===== config.mk =====
export PLATFORM = sky130hd
export DESIGN_NAME = incr_stage
export DESIGN_NICKNAME = d
export VERILOG_FILES = /design/src/rtl/incr_stage.sv
export SDC_FILE = /design/constraint.sdc
export NUM_CORES = 1
export LEC_CHECK = 0
export BUFFER_PORTS_ARGS = -buffer_cell sky130_fd_sc_hd__buf_2
export CELL_PAD_IN_SITES_DETAIL_PLACEMENT = 0
export CELL_PAD_IN_SITES_GLOBAL_PLACEMENT = 1
export CORE_MARGIN = 2
export CORE_UTILIZATION = 40
export CTS_BUF_LIST = sky130_fd_sc_hd__clkbuf_8
export CTS_CLUSTER_DIAMETER = 200
export CTS_CLUSTER_SIZE = 14
export DETAILED_ROUTE_END_ITERATION = 6
export PLACE_DENSITY_LB_ADDON = 0.1
export SKIP_CTS_REPAIR_TIMING = 1
export SYNTH_ARGS = -nofsm -noshare
export SYNTH_HDL_FRONTEND = slang
export SYNTH_SLANG_ARGS = --single-unit

===== constraint.sdc =====
create_clock -name clk -period 1.9 [get_ports clk]
set_clock_uncertainty 0.2 [all_clocks]
set_input_delay 0.285 -clock clk [delete_from_list [all_inputs] [get_ports clk]]
set_output_delay 0.285 -clock clk [all_outputs]
set_load 0.005 [all_outputs]

===== src/rtl/incr_stage.sv =====
// Handshaked +STEP stage with a two-entry skid buffer and a run-length watchdog.
// Define INCR_STAGE_SAT_EN to saturate the sum on overflow instead of wrapping.
module incr_stage #(
    parameter int unsigned        DATA_W    = 40,
    parameter logic [DATA_W-1:0]  STEP      = 'd1,
    parameter int unsigned        RUN_LIMIT = 50,
    parameter int unsigned        CNT_W     = 8
) (
    input  logic              clk,
    input  logic              reset_l,
    input  logic              restart,
    input  logic              in_valid,
    output logic              in_ready,
    input  logic [DATA_W-1:0] in_data,
    output logic              out_valid,
    input  logic              out_ready,
    output logic [DATA_W-1:0] out_data,
    output logic              out_carry,
    output logic [CNT_W-1:0]  beat_cnt,
    output logic              done
);

    localparam logic [CNT_W-1:0] RUN_LIMIT_C = CNT_W'(RUN_LIMIT);

    logic              skid_valid;
    logic [DATA_W-1:0] skid_data;
    logic              skid_carry;
    logic [CNT_W-1:0]  run_cnt;

    logic              accept;
    logic              out_load;
    logic [DATA_W-1:0] sum_raw;
    logic              sum_carry;
    logic [DATA_W-1:0] res_data;
    logic              skid_valid_next;
    logic [CNT_W-1:0]  run_cnt_next;
    logic              done_next;
    logic [CNT_W-1:0]  beat_cnt_next;

    assign accept   = in_valid & in_ready;
    assign out_load = !out_valid | out_ready;

    always_comb begin
        {sum_carry, sum_raw} = {1'b0, in_data} + {1'b0, STEP};
`ifdef INCR_STAGE_SAT_EN
        res_data = sum_carry ? '1 : sum_raw;
`else
        res_data = sum_raw;
`endif
    end

    // Output register empties or refills first; skid only fills while output stalls.
    always_comb begin
        skid_valid_next = skid_valid;
        if (out_load)
            skid_valid_next = 1'b0;
        else if (accept)
            skid_valid_next = 1'b1;
    end

    always_comb begin
        run_cnt_next = run_cnt;
        done_next    = done;
        if (restart) begin
            run_cnt_next = '0;
            done_next    = 1'b0;
        end else if (!done) begin
            run_cnt_next = run_cnt + 1'b1;
            done_next    = (run_cnt_next > RUN_LIMIT_C);
        end
        beat_cnt_next = restart ? '0 : beat_cnt;
        if (accept && beat_cnt_next != '1)
            beat_cnt_next = beat_cnt_next + 1'b1;
    end

    always_ff @(posedge clk or negedge reset_l) begin
        if (!reset_l) begin
            in_ready   <= 1'b0;
            out_valid  <= 1'b0;
            out_data   <= '0;
            out_carry  <= 1'b0;
            skid_valid <= 1'b0;
            skid_data  <= '0;
            skid_carry <= 1'b0;
            run_cnt    <= '0;
            done       <= 1'b0;
            beat_cnt   <= '0;
        end else begin
            run_cnt    <= run_cnt_next;
            done       <= done_next;
            beat_cnt   <= beat_cnt_next;
            skid_valid <= skid_valid_next;
            // Ready is computed from next-state so it never depends on out_ready combinationally.
            in_ready   <= !skid_valid_next & !done_next;
            if (out_load) begin
                if (skid_valid) begin
                    out_valid <= 1'b1;
                    out_data  <= skid_data;
                    out_carry <= skid_carry;
                end else if (accept) begin
                    out_valid <= 1'b1;
                    out_data  <= res_data;
                    out_carry <= sum_carry;
                end else begin
                    out_valid <= 1'b0;
                end
            end else if (accept) begin
                skid_data  <= res_data;
                skid_carry <= sum_carry;
            end
        end
    end

endmodule


==> results_dict.tcl, run 1 <==
set metrics [dict create \
    synth_cell_types 53 \
    slew_violations 0 \
    start_util 0.406 \
    place_congestion 0.808 \
    pin_count 97 \
    synthCells 565 \
    place_inst 888 \
    multi_input_area_mm2 0.00265 \
    peakVddDrop_mv 0.361 \
    grt_use_met3 0.0378 \
    drt_iter0_drc 265 \
    synth-edff-count 0 \
    firstDrtPassIters 4 \
    vias 4690 \
    rsz0062_at_grt "true" \
    grt_util_met2 0.341 \
    synth-seq-cells 102 \
    rr_startpoint "beat_cnt[1]" \
    grt.met1_usage 0.284 \
    drive_above_1_share 0.330 \
    hp-start "restart" \
    final_common_cell "dfrtp_1" \
    register_area_mm2 0.00255 \
    die_y_um 119 \
    port_buffers 96 \
    top_usage_layer "met2" \
    sequentialPowerShare 0.509 \
    cts_max_path_buffers 2 \
    tightestPinTransition_ns 0.416 \
    setup_viol 0 \
    required_ns 2.01 \
    fin_util 0.519 \
    place_hpwl_um 10700 \
    drt-vias-per-instance 5.18 \
    drt-total-wl_um 14100 \
    insertion_delay_ns 0.38 \
    switching_share 0.320 \
    synthToLayoutAreaGrowth_pct 27.9 \
    final.period_utilization 0.976 \
    numCtsBuffers 9 \
    relSlewSlack 0.723 \
    grt_pass1_vias 4653 \
    grt_max_degree 50 \
    fillers 1279 \
    synth_nets 614 \
    layout_common_cells "dfrtp_1, nand2_1, buf_2" \
    grt_antenna_before_repair 0 \
    cts_root_buf "clkbuf_8" \
    critPathKind "reg2reg" \
    drv_cap 0 \
    diodes 0 \
    critical_path.startpoint_type "flop" \
    synth.avg_cell_area_um2 9.44 \
    grt_pass1_wl_um 23300 \
    yosysSeqAreaShare 0.479 \
    holdWs_ns 0.0250 \
    ant_nets 0 \
    die_w_um 119 \
    async_flop_share 1.00 \
    status "complete, no violations" \
    cp-end-kind "flop" \
    p_comb_frac 0.271 \
    core_area_mm2 0.0131 \
    pre_cts_ws_ns -0.371 \
    fmax_ghz 0.539 \
    grt_overflow 0 \
    grt_usage 0.208 \
    p_switching_mw 1.88 \
    hold_path_class "in2reg" \
    dominantRegCellSynth "dfrtp_1" \
    cp_max_fo 4 \
    finalNonFillerCells 906 \
    crit_start "beat_cnt[1]" \
    wl_per_cell_um 15.6 \
    clkPwrFrac 0.220 \
    p_per_area_mw_per_mm2 861 \
    fin_area_mm2 0.00682 \
    htreeDepth 3 \
    fin_crit_ns 1.85 \
    place_area_mm2 0.00656 \
    drc 0 \
    hold_viol 0 \
    power_leakage_nw 3.07 \
    clk_pin_slew_ns 0.09 \
    p_int_mw 4.00 \
    row_count 42 \
    tns_ns 0 \
    dieArea_mm2 0.0143 \
    layout.nets 776 \
    synth_warnings 0 \
    setup_ws_ns 0.0459 \
    cts.sinks 102 \
    synthesis.area_mm2 0.00533 \
    arrival_ns 1.96 \
    cts_tree "done" \
    total_power_mw 5.88 \
]
-- state kept, by name, summed over array words and instances (netlist names) --
signal,flops
skid_carry,1
skid_data,40
out_carry,1
skid_valid,1
run_cnt,8
in_ready,1
done,1
out_data,40
beat_cnt,8
out_valid,1
-- Yosys cell counts (3+ instances only) --
library cell / n / share of area
dfrtp_1: 102 / 0.48
nand2_1: 101 / 0.071
nand3_1: 45 / 0.042
o21ai_0: 42 / 0.039
xnor2_1: 33 / 0.054
nor2_1: 30 / 0.021
clkbuf_1: 23 / 0.016
o211ai_1: 23 / 0.032
xor2_1: 14 / 0.023
o21ai_1: 12 / 0.011
a21oi_1: 11 / 0.010
nand4_1: 11 / 0.013
nor3_1: 11 / 0.010
nor4_1: 9 / 0.011
and4_1: 7 / 0.011
inv_1: 7 / 0.0049
mux2_2: 5 / 0.011
nand2b_1: 5 / 0.0059
nor2b_1: 5 / 0.0059
o211ai_2: 5 / 0.012
and3_1: 4 / 0.0047
ha_1: 4 / 0.0094
nor4_4: 4 / 0.016
o31ai_1: 4 / 0.0056
a21o_1: 3 / 0.0042
a31oi_1: 3 / 0.0035
buf_6: 3 / 0.0063
clkbuf_8: 3 / 0.0077
o31a_1: 3 / 0.0049
or2_2: 3 / 0.0035
or3_1: 3 / 0.0035
-- routing by layer --
metal / vias to the layer above / share of wire
met2: 91 / 0.49
met4: 0 / 0.0069
met5: - / 0
li1: 2308 / -
met1: 2284 / 0.47
met3: 7 / 0.035
-- worst paths after layout --
kind                                       to  slack (ns)  cells after the start
worst max-delay path              beat_cnt[5]        0.05                      7
worst min-delay path              beat_cnt[1]        0.03                      4
worst max register to register    beat_cnt[5]        0.05                      7
worst min register to register    out_data[1]        0.28                      2
max in group asynchronous       skid_data[17]        0.71                      3
min in group asynchronous         beat_cnt[1]        0.18                      2
-- cells by family after synthesis --
| group | count (synthesis) | share of synthesized area |
|---|---|---|
| fa+ha+maj | 4 | 0.00938 |
| simple gates | 250 | 0.242 |
| flops | 102 | 0.479 |
| buf+inv | 41 | 0.0427 |
| compound gates | 115 | 0.138 |
| xor+xnor | 47 | 0.0772 |
| mux | 6 | 0.0124 |
-- power groups by stage --
stage          clock, mW  combinational (mW)  sequential [mW]
3_5_place_dp           0                1.59             3.04
4_1_cts             1.36                1.59             3.00
5_1_grt             1.42                1.81             3.07
2_1_floorplan          0               0.790             3.02
3_3_place_gp           0                1.56             3.02
6_report            1.29                1.59             2.99
-- cell type report --
type                            count  area share
Timing Repair Buffer              184       0.176
Clock buffer                       11      0.0222
Multi-Input combinational cell    422       0.388
Clock inverter                      3     0.00312
Tap cell                          176      0.0323
Sequential cell                   102       0.374
Inverter                            8     0.00440
-- critical path, stage by stage (launching register included) --
cell and delay (ns):
dfrtp_1 0.39, nor2b_2 0.16, ha_2 0.21, nand2_4 0.10
o311ai_2 0.11, buf_4 0.17, or3_1 0.30, a21oi_1 0.14
No activity file was read; power rests on OpenSTA's default activity.
==> run 2, diff against run 1 <==
--- a/config.mk
+++ b/config.mk
@@ -9,8 +9,8 @@
 export CELL_PAD_IN_SITES_DETAIL_PLACEMENT = 0
 export CELL_PAD_IN_SITES_GLOBAL_PLACEMENT = 1
 export CORE_MARGIN = 2
-export CORE_UTILIZATION = 40
-export CTS_BUF_LIST = sky130_fd_sc_hd__clkbuf_8
+export CORE_UTILIZATION = 39
+export CTS_BUF_LIST = sky130_fd_sc_hd__clkbuf_8 sky130_fd_sc_hd__clkbuf_16
 export CTS_CLUSTER_DIAMETER = 200
 export CTS_CLUSTER_SIZE = 14
 export DETAILED_ROUTE_END_ITERATION = 6
==> results_dict.tcl, run 2 (synthesis results as in run 1) <==
set metrics [dict create \
    status "complete, no violations" \
    setup_ws_ns 0.0519 \
    cts.sinks 102 \
    holdWs_ns 0.0585 \
    dieArea_mm2 0.0146 \
    relSlewSlack 0.716 \
    finalNonFillerCells 906 \
    drt-total-wl_um 14300 \
    wl_per_cell_um 15.7 \
    sequentialPowerShare 0.455 \
    place_area_mm2 0.00660 \
    firstDrtPassIters 4 \
    cts_root_buf "clkbuf_16" \
    drt-vias-per-instance 5.21 \
    pin_count 97 \
    diodes 0 \
    r2r_end "in_ready" \
    synthToLayoutAreaGrowth_pct 31.6 \
    holdPathStages 4 \
    slowest_delay_ns 0.39 \
    drive_above_1_share 0.332 \
    start_util 0.401 \
    switching_share 0.299 \
    power_leakage_nw 3.15 \
    hp-start "restart" \
    fin_area_mm2 0.00702 \
    setup_viol 0 \
    pre_cts_ws_ns -0.351 \
    p_per_area_mw_per_mm2 943 \
    critPathKind "reg2reg" \
    ant_nets 0 \
    required_ns 1.94 \
    critical_path.startpoint_type "flop" \
    clkPwrFrac 0.302 \
    regToRegSetupSlack_ns 0.05 \
    reg.largest.list "out_data: 40 flops, skid_data: 40 flops" \
    grt_antenna_before_repair 0 \
    arrival_ns 1.89 \
    fmax_ghz 0.541 \
    r2r_cells 7 \
    fin_crit_ns 1.85 \
    drc 0 \
    fillers 1216 \
    hold_path_end "beat_cnt[1]" \
    p_switching_mw 1.98 \
    cp_max_fo 3 \
    hold_viol 0 \
    grt_usage 0.205 \
    insertion_delay_ns 0.35 \
    layout.nets 774 \
    rsz0062_at_grt "true" \
    crit_chain "inv_2, ha_4, or2_4, a21o_1, a41oi_2, nand3_2, o221a_4" \
    cts_tree "done" \
    grt_overflow 0 \
    cp_slowest_cell "dfrtp_1" \
    place_hpwl_um 10500 \
    layout_common_cells "dfrtp_1, nand2_1, buf_2" \
    place_congestion 0.833 \
    hold_path_class "in2reg" \
    p_comb_frac 0.243 \
    grt_pass1_wl_um 23300 \
    rr_startpoint "run_cnt[1]" \
    peakVddDrop_mv 0.606 \
    core_area_mm2 0.0133 \
    numCtsBuffers 9 \
    p_int_mw 4.64 \
    fin_util 0.528 \
    final_common_cell "dfrtp_1" \
    row_count 42 \
    port_buffers 96 \
    die_w_um 121 \
    die_y_um 121 \
    place_inst 889 \
    slew_violations 0 \
    final.period_utilization 0.973 \
    vias 4718 \
    drt_iter0_drc 302 \
    tightestPinTransition_ns 0.422 \
    drv_cap 0 \
    cp-end-kind "flop" \
    htreeDepth 3 \
    grt_pass1_vias 4646 \
    clk_pin_slew_ns 0.07 \
    grt_max_degree 41 \
    cts_max_path_buffers 2 \
]
-- run 2: cell count changes in the layout (fill, tap and decap cells not counted), moves of 2 or more --
| cell | previous run | this run |
|---|---|---|
| buf_12 | 4 | 7 |
| buf_4 | 83 | 78 |
| bufinv_16 | 0 | 2 |
| clkbuf_16 | 0 | 9 |
| clkbuf_8 | 11 | 0 |
-- run 2: power groups by stage --
stage	logic [mW]	registers [mW]	clock network (mW)
2_1_floorplan	0.790	3.02	0
3_3_place_gp	1.59	3.02	0
3_5_place_dp	1.62	3.05	0
4_1_cts	1.62	3.01	2.07
5_1_grt	1.82	3.08	2.15
6_report	1.61	3.01	2.00
-- run 2: area by class of cell --
class | count | area, µm² | area share
multi-input combinational | 422 | 2670 | 0.380
sequential | 102 | 2550 | 0.364
timing repair buffer | 182 | 1220 | 0.174
clock buffer | 9 | 225 | 0.0321
tap | 176 | 220 | 0.0314
clock inverter | 7 | 97.6 | 0.0139
inverter | 8 | 30.0 | 0.00428
-- run 2: worst max-delay path by stage --
stage          slack (ns)            to   startpoint
2_1_floorplan       -0.04  out_data[29]  in_data[17]
3_3_place_gp        -0.34  out_data[26]  in_data[17]
3_5_place_dp        -0.35  out_data[26]   in_data[3]
4_1_cts             -0.06      in_ready   run_cnt[1]
5_1_grt            -0.006      in_ready   run_cnt[1]
6_report             0.05      in_ready   run_cnt[1]
-- run 2: layer usage --
layer / up-vias / global-route usage / routed length, µm
li1: 2315 / - / -
met1: 2286 / 0.268 / 6500
met2: 107 / 0.340 / 7040
met3: 10 / 0.0498 / 559
met4: 0 / 0.0509 / 151
met5: - / 0 / 0
-- run 2: per-stage QoR --
stage,power [mW],setup TNS (ns)
5_1_grt,7.05,-0.00555
3_3_place_gp,4.61,-7.71
4_1_cts,6.71,-0.0736
6_report,6.62,0
3_5_place_dp,4.67,-8.91
2_1_floorplan,3.81,-0.535
-- run 2: worst max-delay path: cells and delay by family, from the launching register on --
kind                     cells  cell delay [ns]
AND/OR/NAND/NOR              2             0.36
AO/OA/AOI/OAI                3             0.51
flip-flops                   1             0.39
adder cells (fa/ha/maj)      1             0.20
buffers and inverters        1             0.07
